==> config.mk <==
export PLATFORM = sky130hd
export DESIGN_NAME = cbud_mod_counter
export DESIGN_NICKNAME = d
export VERILOG_FILES = /design/src/rtl/cbud_mod_counter.sv
export SDC_FILE = /design/constraint.sdc
export NUM_CORES = 1
export LEC_CHECK = 0
export ABC_AREA = 1
export CORE_AREA = 10 10 47 49
export CTS_BUF_LIST = sky130_fd_sc_hd__clkbuf_4 sky130_fd_sc_hd__clkbuf_8 sky130_fd_sc_hd__clkbuf_16
export DETAILED_ROUTE_END_ITERATION = 10
export DIE_AREA = 0 0 57 59
export HOLD_SLACK_MARGIN = 0.02
export SETUP_SLACK_MARGIN = 0.1
export SYNTH_ARGS = -nofsm -noshare
export SYNTH_HDL_FRONTEND = slang
export SYNTH_SLANG_ARGS = --single-unit
export TNS_END_PERCENT = 30
==> constraint.sdc <==
create_clock -name CLK -period 3.5 [get_ports CLK]
set_input_delay 0.875 -clock CLK [delete_from_list [all_inputs] [get_ports CLK]]
set_output_delay 0.875 -clock CLK [all_outputs]
set_load 0.03 [all_outputs]
==> src/rtl/cbud_mod_counter.sv <==
// Parametrised cascadable up/down modulus counter with wrap or saturate
// behaviour, combinational carry/borrow-out and a registered terminal-count pulse.
module cbud_mod_counter #(
    parameter int WIDTH    = 4,
    parameter int MODULUS  = 16,
    parameter bit SATURATE = 1'b0
) (
    input  logic             CLK,
    input  logic             CD,
    input  logic             SD,
    input  logic             LD,
    input  logic             EN,
    input  logic             CAI,
    input  logic             UP,
    input  logic [WIDTH-1:0] D,
    output logic [WIDTH-1:0] Q,
    output logic             CAO,
    output logic             TCP
);

    if (WIDTH < 1 || WIDTH > 32 || MODULUS < 2 ||
        longint'(MODULUS) > (longint'(1) << WIDTH)) begin : g_param_check
        $error("cbud_mod_counter: MODULUS must lie in 2..2**WIDTH and WIDTH in 1..32");
    end

    // One extra bit so MODULUS = 2**WIDTH compares without overflow.
    localparam longint         MAX_L = longint'(MODULUS) - 1;
    localparam logic [WIDTH:0] MAX   = MAX_L[WIDTH:0];
    localparam logic [WIDTH-1:0] MAX_Q = MAX[WIDTH-1:0];

    logic [WIDTH-1:0] q_reg;
    logic [WIDTH-1:0] q_next;
    logic             tcp_reg;
    logic             tcp_next;
    logic             term;
    logic             cnt;
    logic [WIDTH:0]   q_ext;

    assign q_ext = {1'b0, q_reg};
    assign term  = UP ? (q_ext >= MAX) : (q_reg == '0);
    assign cnt   = CAI & EN & ~CD & ~SD & ~LD;

    always_comb begin
        q_next   = q_reg;
        tcp_next = cnt & term;
        if (SD) begin
            q_next = MAX_Q;
        end else if (LD) begin
            q_next = D;
        end else if (CAI && EN) begin
            if (UP) begin
                if (q_ext < MAX)
                    q_next = q_reg + 1'b1;
                else
                    q_next = SATURATE ? MAX_Q : '0;
            end else begin
                if (q_reg == '0)
                    q_next = SATURATE ? '0 : MAX_Q;
                else if (q_ext > MAX)
                    q_next = MAX_Q;  // out-of-range values re-enter at the top
                else
                    q_next = q_reg - 1'b1;
            end
        end
    end

    always_ff @(posedge CLK) begin
        if (CD) begin
            q_reg   <= '0;
            tcp_reg <= 1'b0;
        end else begin
            q_reg   <= q_next;
            tcp_reg <= tcp_next;
        end
    end

    // Carry ignores CD/SD/LD so cascaded stages ripple in the same cycle.
    assign CAO = CAI & EN & term;
    assign Q   = q_reg;
    assign TCP = tcp_reg;

endmodule

==> metrics, run 1 <==
initial antenna violation count=0; input/output buffers=16; via count=436; CP startpoint kind=input pin; Placed Cells incl. Taps=92; Psw=66.54 uW; Met2 Routed Length=roughly 410 um; gpl congestion=around 0.78; met3 WL=about 110 um; Core Area=between 1000 and 1500 um2; most common library cells after synthesis=nand2_1, a21oi_1, inv_1, nand3_1; # DRC=0; mux cell area share after synthesis=0%; Yosys cell types=15; TritonCTS clock tree=built; Synth Register Bits=5; Primary FF master, synth=dfxtp_1; initial drt markers=1; worst-path fanout max=5; die width=57 um; Util after Layout=roughly 41%; VDD IR max=between 0.0002 and 0.00025 V; top-count cell post-synth=nand2_1; Layout Skew=between 0.002 and 0.0025 ns; Rel. slew slack=78.97%; Tmin final=approximately 3.3 ns; CTS Buf Count=3; Yosys top cell area share=a little over a quarter; max-slew violations=0; Routed Antenna Nets=0; post-synthesis adder-cell area fraction=6.849%; LEAKAGE=about 0.00027 uW; Largest stage delay, worst path=between 0.6 and 0.7 ns; die extent in y=a little under 60 um; sequential element share of the synthesized area=between 20% and 30%; Buf+Inv Stages, Crit Path=4; period utilization=93.57%; met1 WL=approximately 500 um; ranking of synthesized cells by area=dfxtp_1, nand2_1, a21oi_1; ant diodes=0; Synth Area in XOR/XNOR=0%; total global routing overflow=0; critical-path cell with the highest stage delay=clkdlybuf4s50_1; drt via density=around 4.5; die area=approximately 3400 um2; pwr/cell area=roughly 360 nW/um2; fillcell total=158; Finished Layout Cells=96; hold slack=approximately 0.6 ns; dpl hpwl=about 890 um; master cell of the clock root buffer=clkbuf_4; Least-Margin Pin Slew=0.3145 ns; Rows=14; MaxCap Viol Count=0; P&R area growth vs syn=57.53%; Cells after Synth=60; DR top layer=met4; CTS max path bufs=2; WL/cell=around 11 um; vias in the first global route=roughly 440; Initial Utilization=a little over a quarter; combinational family with the most area after synthesis=simple AND/OR/NAND/NOR gates; crit-path cells=clkdlybuf4s50_1, inv_1, nand2_1, nand4_1, inv_1, clkdlybuf4s50_1; CP Capture Type=output pin; mean post-synth cell area=6.089 um2; fmax=approximately 0.3 GHz; overall global routing resource usage=under 10%; Final Hold Vio Count=0; Sink Count=5; pin count of the biggest net entering global routing=8; clock power share=a little over a third; Synth Area in Compound Gates=20.21%; number of enable flip-flop cells after synthesis=0; Post-CTS Repair Setup Buffers=0; sw frac=31.79%; outcome=finished clean; clk_lat worst skew=between 0.2 and 0.3 ns; # H-tree levels=1; Cell Area, Synth=365.4 um2; first-pass GRT wire length=1897 um; RSZ-0062 raised after global routing=false; CP delay by family, top=buffers and inverters; io pins=17; setup TNS=0 ns; P_int=roughly 140 uW; hold_buf cts=0; ratio of cells with drive above 1 in the final layout=10.00%; Post-synth ARST share=0%; Seq pwr share=roughly a third; hold crit path type=register to register; post-CTS sizing=0; Final setup viols=0; drt total wl=around 1100 um; Worst Path Class, Setup=input pin to output pin; nets=94; Synth Area in Simple Gates=35.27%; Critical Path RT=roughly 2.6 ns; area leader, netlist=dfxtp_1; Ys Warns=0; Reg clk slew, reported paths=about 0.040 ns; worst path arrival time=2.40 ns; Logic pwr share=~31%; first drt pass iteration count=2; Mapped Nets=73
-- layer usage --
layer	track usage [%]	vias up
met1	8.076	178
li1	-	238
met3	4.506	5
met4	7.047	0
met5	0	-
met2	9.302	15
-- state kept, by name (all words and copies together) (netlist names) --
| signal | cells |
|---|---|
| Q | 4 |
| TCP | 1 |
-- power groups by stage --
stage               Clock (uW)  Combinational (uW)  Sequential [uW]
detailed placement           0                65.2             68.9
CTS                       79.1                65.7             68.0
global placement             0                65.5             69.2
floorplan                    0                28.7             76.1
global route              84.1                72.8             68.9
finish                    76.2                65.1             68.0
-- placed cells by master, fill, tap and decap left out --
cell	synthesis	layout
nand3_1	6	6
a221oi_1	1	1
nor2_2	1	1
o21ai_0	5	5
or2_0	1	1
nand2_1	14	14
nand2_2	1	1
clkdlybuf4s50_1	0	16
clkbuf_4	0	4
a21oi_1	8	8
nor4_1	1	1
ha_1	2	2
nand4_1	1	1
dfxtp_1	5	5
nor2_1	4	4
inv_2	2	2
inv_1	8	8
-- final cells by class --
cell class,instances,area (um2),area share [%]
clock buffers,4,30.03,5.217
multi-input cells,45,227.7,39.57
repair buffers,16,160.2,27.83
flip-flops and latches,5,100.1,17.39
well taps,16,20.02,3.478
inverters,10,37.54,6.522
-- path summary, 6_finish.rpt --
path	end	cells after the start	slack, ns	startpoint
min	Q[1]$_SDFFE_PP0P_	2	0.60	Q[1]$_SDFFE_PP0P_
max reg2reg	Q[2]$_SDFFE_PP0P_	6	2.21	Q[0]$_SDFFE_PP0P_
min reg2reg	Q[1]$_SDFFE_PP0P_	2	0.60	Q[1]$_SDFFE_PP0P_
max	CAO	6	0.22	UP
-- stage by stage --
step                power [uW]  setup slack [ns]  cell area [um2]
global placement         134.7            0.2567            545.5
finish                   209.3            0.2249            575.6
floorplan                104.8             1.343            365.4
detailed placement       134.1            0.2227            545.5
global route             225.8            0.1249            575.6
CTS                      212.8            0.2117            575.6
-- kinds of logic (layout without fill, tap and decap cells) --
group	after synthesis	after routing
adders and majority gates	2	2
DFF	5	5
and+or+nand+nor	29	29
buffers and inverters	10	30
AOI/OAI and AO/OA	14	14
-- tightest hold or removal path: cells and delay by family, from the launching register on --
| family | cells | cell delay, ns |
|---|---|---|
| AOI/OAI and AO/OA | 2 | 0.21 |
| DFF | 1 | 0.35 |
(Power assumes the default switching activity.)
==> run 2, diff against run 1 <==
- CTS_CLUSTER_DIAMETER: default -> 30
==> results of run 2 <==
Same layout as run 1: the final DEF is identical, and so are final timing and power.
==> variant (flow settings as in run 2) <==
`SATURATE`: 1'b0 -> 1'b1.
--- a/src/rtl/cbud_mod_counter.sv
+++ b/src/rtl/cbud_mod_counter.sv
@@ -3,7 +3,7 @@
 module cbud_mod_counter #(
     parameter int WIDTH    = 4,
     parameter int MODULUS  = 16,
-    parameter bit SATURATE = 1'b0
+    parameter bit SATURATE = 1'b1
 ) (
     input  logic             CLK,
     input  logic             CD,
Check against the original RTL: not equivalent (Yosys sat finds a counterexample within 4 cycles, from zero or initial values).
==> variant against run 2 <==
Via count rose by 11%. Worst setup slack improved by 0.36 ns. Highest routed layer unchanged. Sequential power up 5.4%. Power up 5.7%. Final area is 11% higher. Sequential cell count stayed put. Wire length up 3.8%. Fmax rose by 12%. Core utilization is 4.6 points higher. Non-clock buffer count unchanged. Area after synthesis up 20%.
==> variant: results (changes against run 2) <==
metric,value,unit,change
yosysUniqueCellTypes,17,,+2
yosys.area.top_type,dfxtp_1,,
synthArstFlopShare,0,,unchanged
postCtsSetupBuffers,0,,unchanged
vias_per_cell,4.60,,+1.3%
grt_pass1_vias,456,,+2.7%
cp_max_fo,4,,-1
synth_area_leaders,"dfxtp_1 (23%), nand2_1 (15%), inv_1 (7.7%), nand3_1 (6.9%), a21oi_2 (6.0%)",,
io_buffer_count,16,,unchanged
crit_start,UP,,
clock_latency,0.24,ns,
drtIter0Drc,9,,+8
cts_buffer_depth,2,,unchanged
synthTopCellsByCount,"nand2_1 (17), inv_1 (9), nand3_1 (6)",,
antenna_cells,0,,unchanged
hp-start,Q[0],,
fin_cells,105,,+9.4%
outcome,finished clean,,
dp_hpwl,955,microns,+7.4%
synth_warnings,0,,unchanged
crit_arrival,2.04,ns,-0.36 ns
routed_wl,1130,microns,+3.8%
hold_path.class,reg2reg,,
max-slew-margin-rel,0.703,,-0.0866
cts_root_buf,clkbuf_4,,
clock_skew,0.00212,ns,-0.000136 ns
slew_viol_final,0,,unchanged
drive_gt1_frac,0.169,,+0.0685
path_clk_slew,0.04,ns,about the same
synth.top_cell.area_share,0.229,,-0.0454
dp.cells,101,,+9.8%
synth_fp_nets,83,,+14%
htreeDepth,1,,unchanged
grt_usage,0.0700,,-0.00349
cts.repair.resized,0,,unchanged
p_leak,0.313,nW,+16%
grt_max_degree,10,,+2
reg2reg_from,Q[1],,
place_ws,0.174,ns,-0.0484 ns
synth_seq_area_share,0.229,,-0.0454
antenna_found_initial,0,,unchanged
dr.pass1.iters,4,,+2
syn_inst,70,,+17%
place_congestion,0.807,,+3.6%
fillers,169,,+7.0%
largest_register_ff_count,4,,unchanged
vdd_drop_max,0.000220,V,-11%
cts_inserted_buffers,3,,unchanged
grt_pass1_wl,1890,microns,-0.37%
## variant: changes by cell type after synthesis, moves of 2 or more
cell | run 2 | this run
a21oi_1 | 8 | 5
a21oi_2 | 0 | 3
nand2_1 | 14 | 17
nand2_2 | 1 | 3
nor2_2 | 1 | 3
o21ai_1 | 0 | 3
## variant: final timing paths
check | slack, ns | depth (start not counted) | endpoint
worst max-delay path | 0.58 | 7 | CAO
worst min register to register | 0.59 | 2 | Q[0]
worst min-delay path | 0.59 | 2 | Q[0]
worst max register to register | 2.12 | 7 | Q[1]
## variant: final cells by class
cell class              instances  area, sq um  area share
multi-input cells              54          289       0.452
repair buffers                 16          163       0.254
flip-flops and latches          5          100       0.157
inverters                      10         37.5      0.0587
clock buffers                   4         30.0      0.0470
well taps                      16         20.0      0.0313
## variant: stage by stage
step	power [W]	area, sq um
after floorplan	0.000120	438
after global placement	0.000148	607
after detailed placement	0.000148	607
after CTS	0.000226	637
after global routing	0.000240	639
final	0.000221	639
## variant: layer usage
metal	routed length, microns	GRT usage	vias to the layer above
met4	5	0.0302	0
met3	77	0.0408	2
li1	-	-	264
met1	485	0.0795	204
met5	0	0	-
met2	559	0.104	13
## variant: cell families (layout without fill, tap and decap cells)
family	after synthesis	count (layout)	share of synthesized area
AND/OR/NAND/NOR	34	34	0.360
flip-flops	5	5	0.229
AO/OA/AOI/OAI	17	17	0.223
adder cells (fa/ha/maj)	2	2	0.0571
XOR/XNOR	1	1	0.0200
buffers and inverters	11	30	0.111
## variant: power by group
part           total [W]  leakage (nW)  switching (W)  internal (W)
combinational  0.0000744         0.253      0.0000392     0.0000352
sequential     0.0000717        0.0416      0.0000101     0.0000617
clock          0.0000750        0.0184      0.0000242     0.0000509
## variant: critical path: stages
cell,delay (ns)
clkdlybuf4s50_1,0.45
inv_1,0.12
nand3_1,0.10
nand2_1,0.09
nand3_1,0.08
inv_1,0.05
dlymetal6s2s_1,0.28
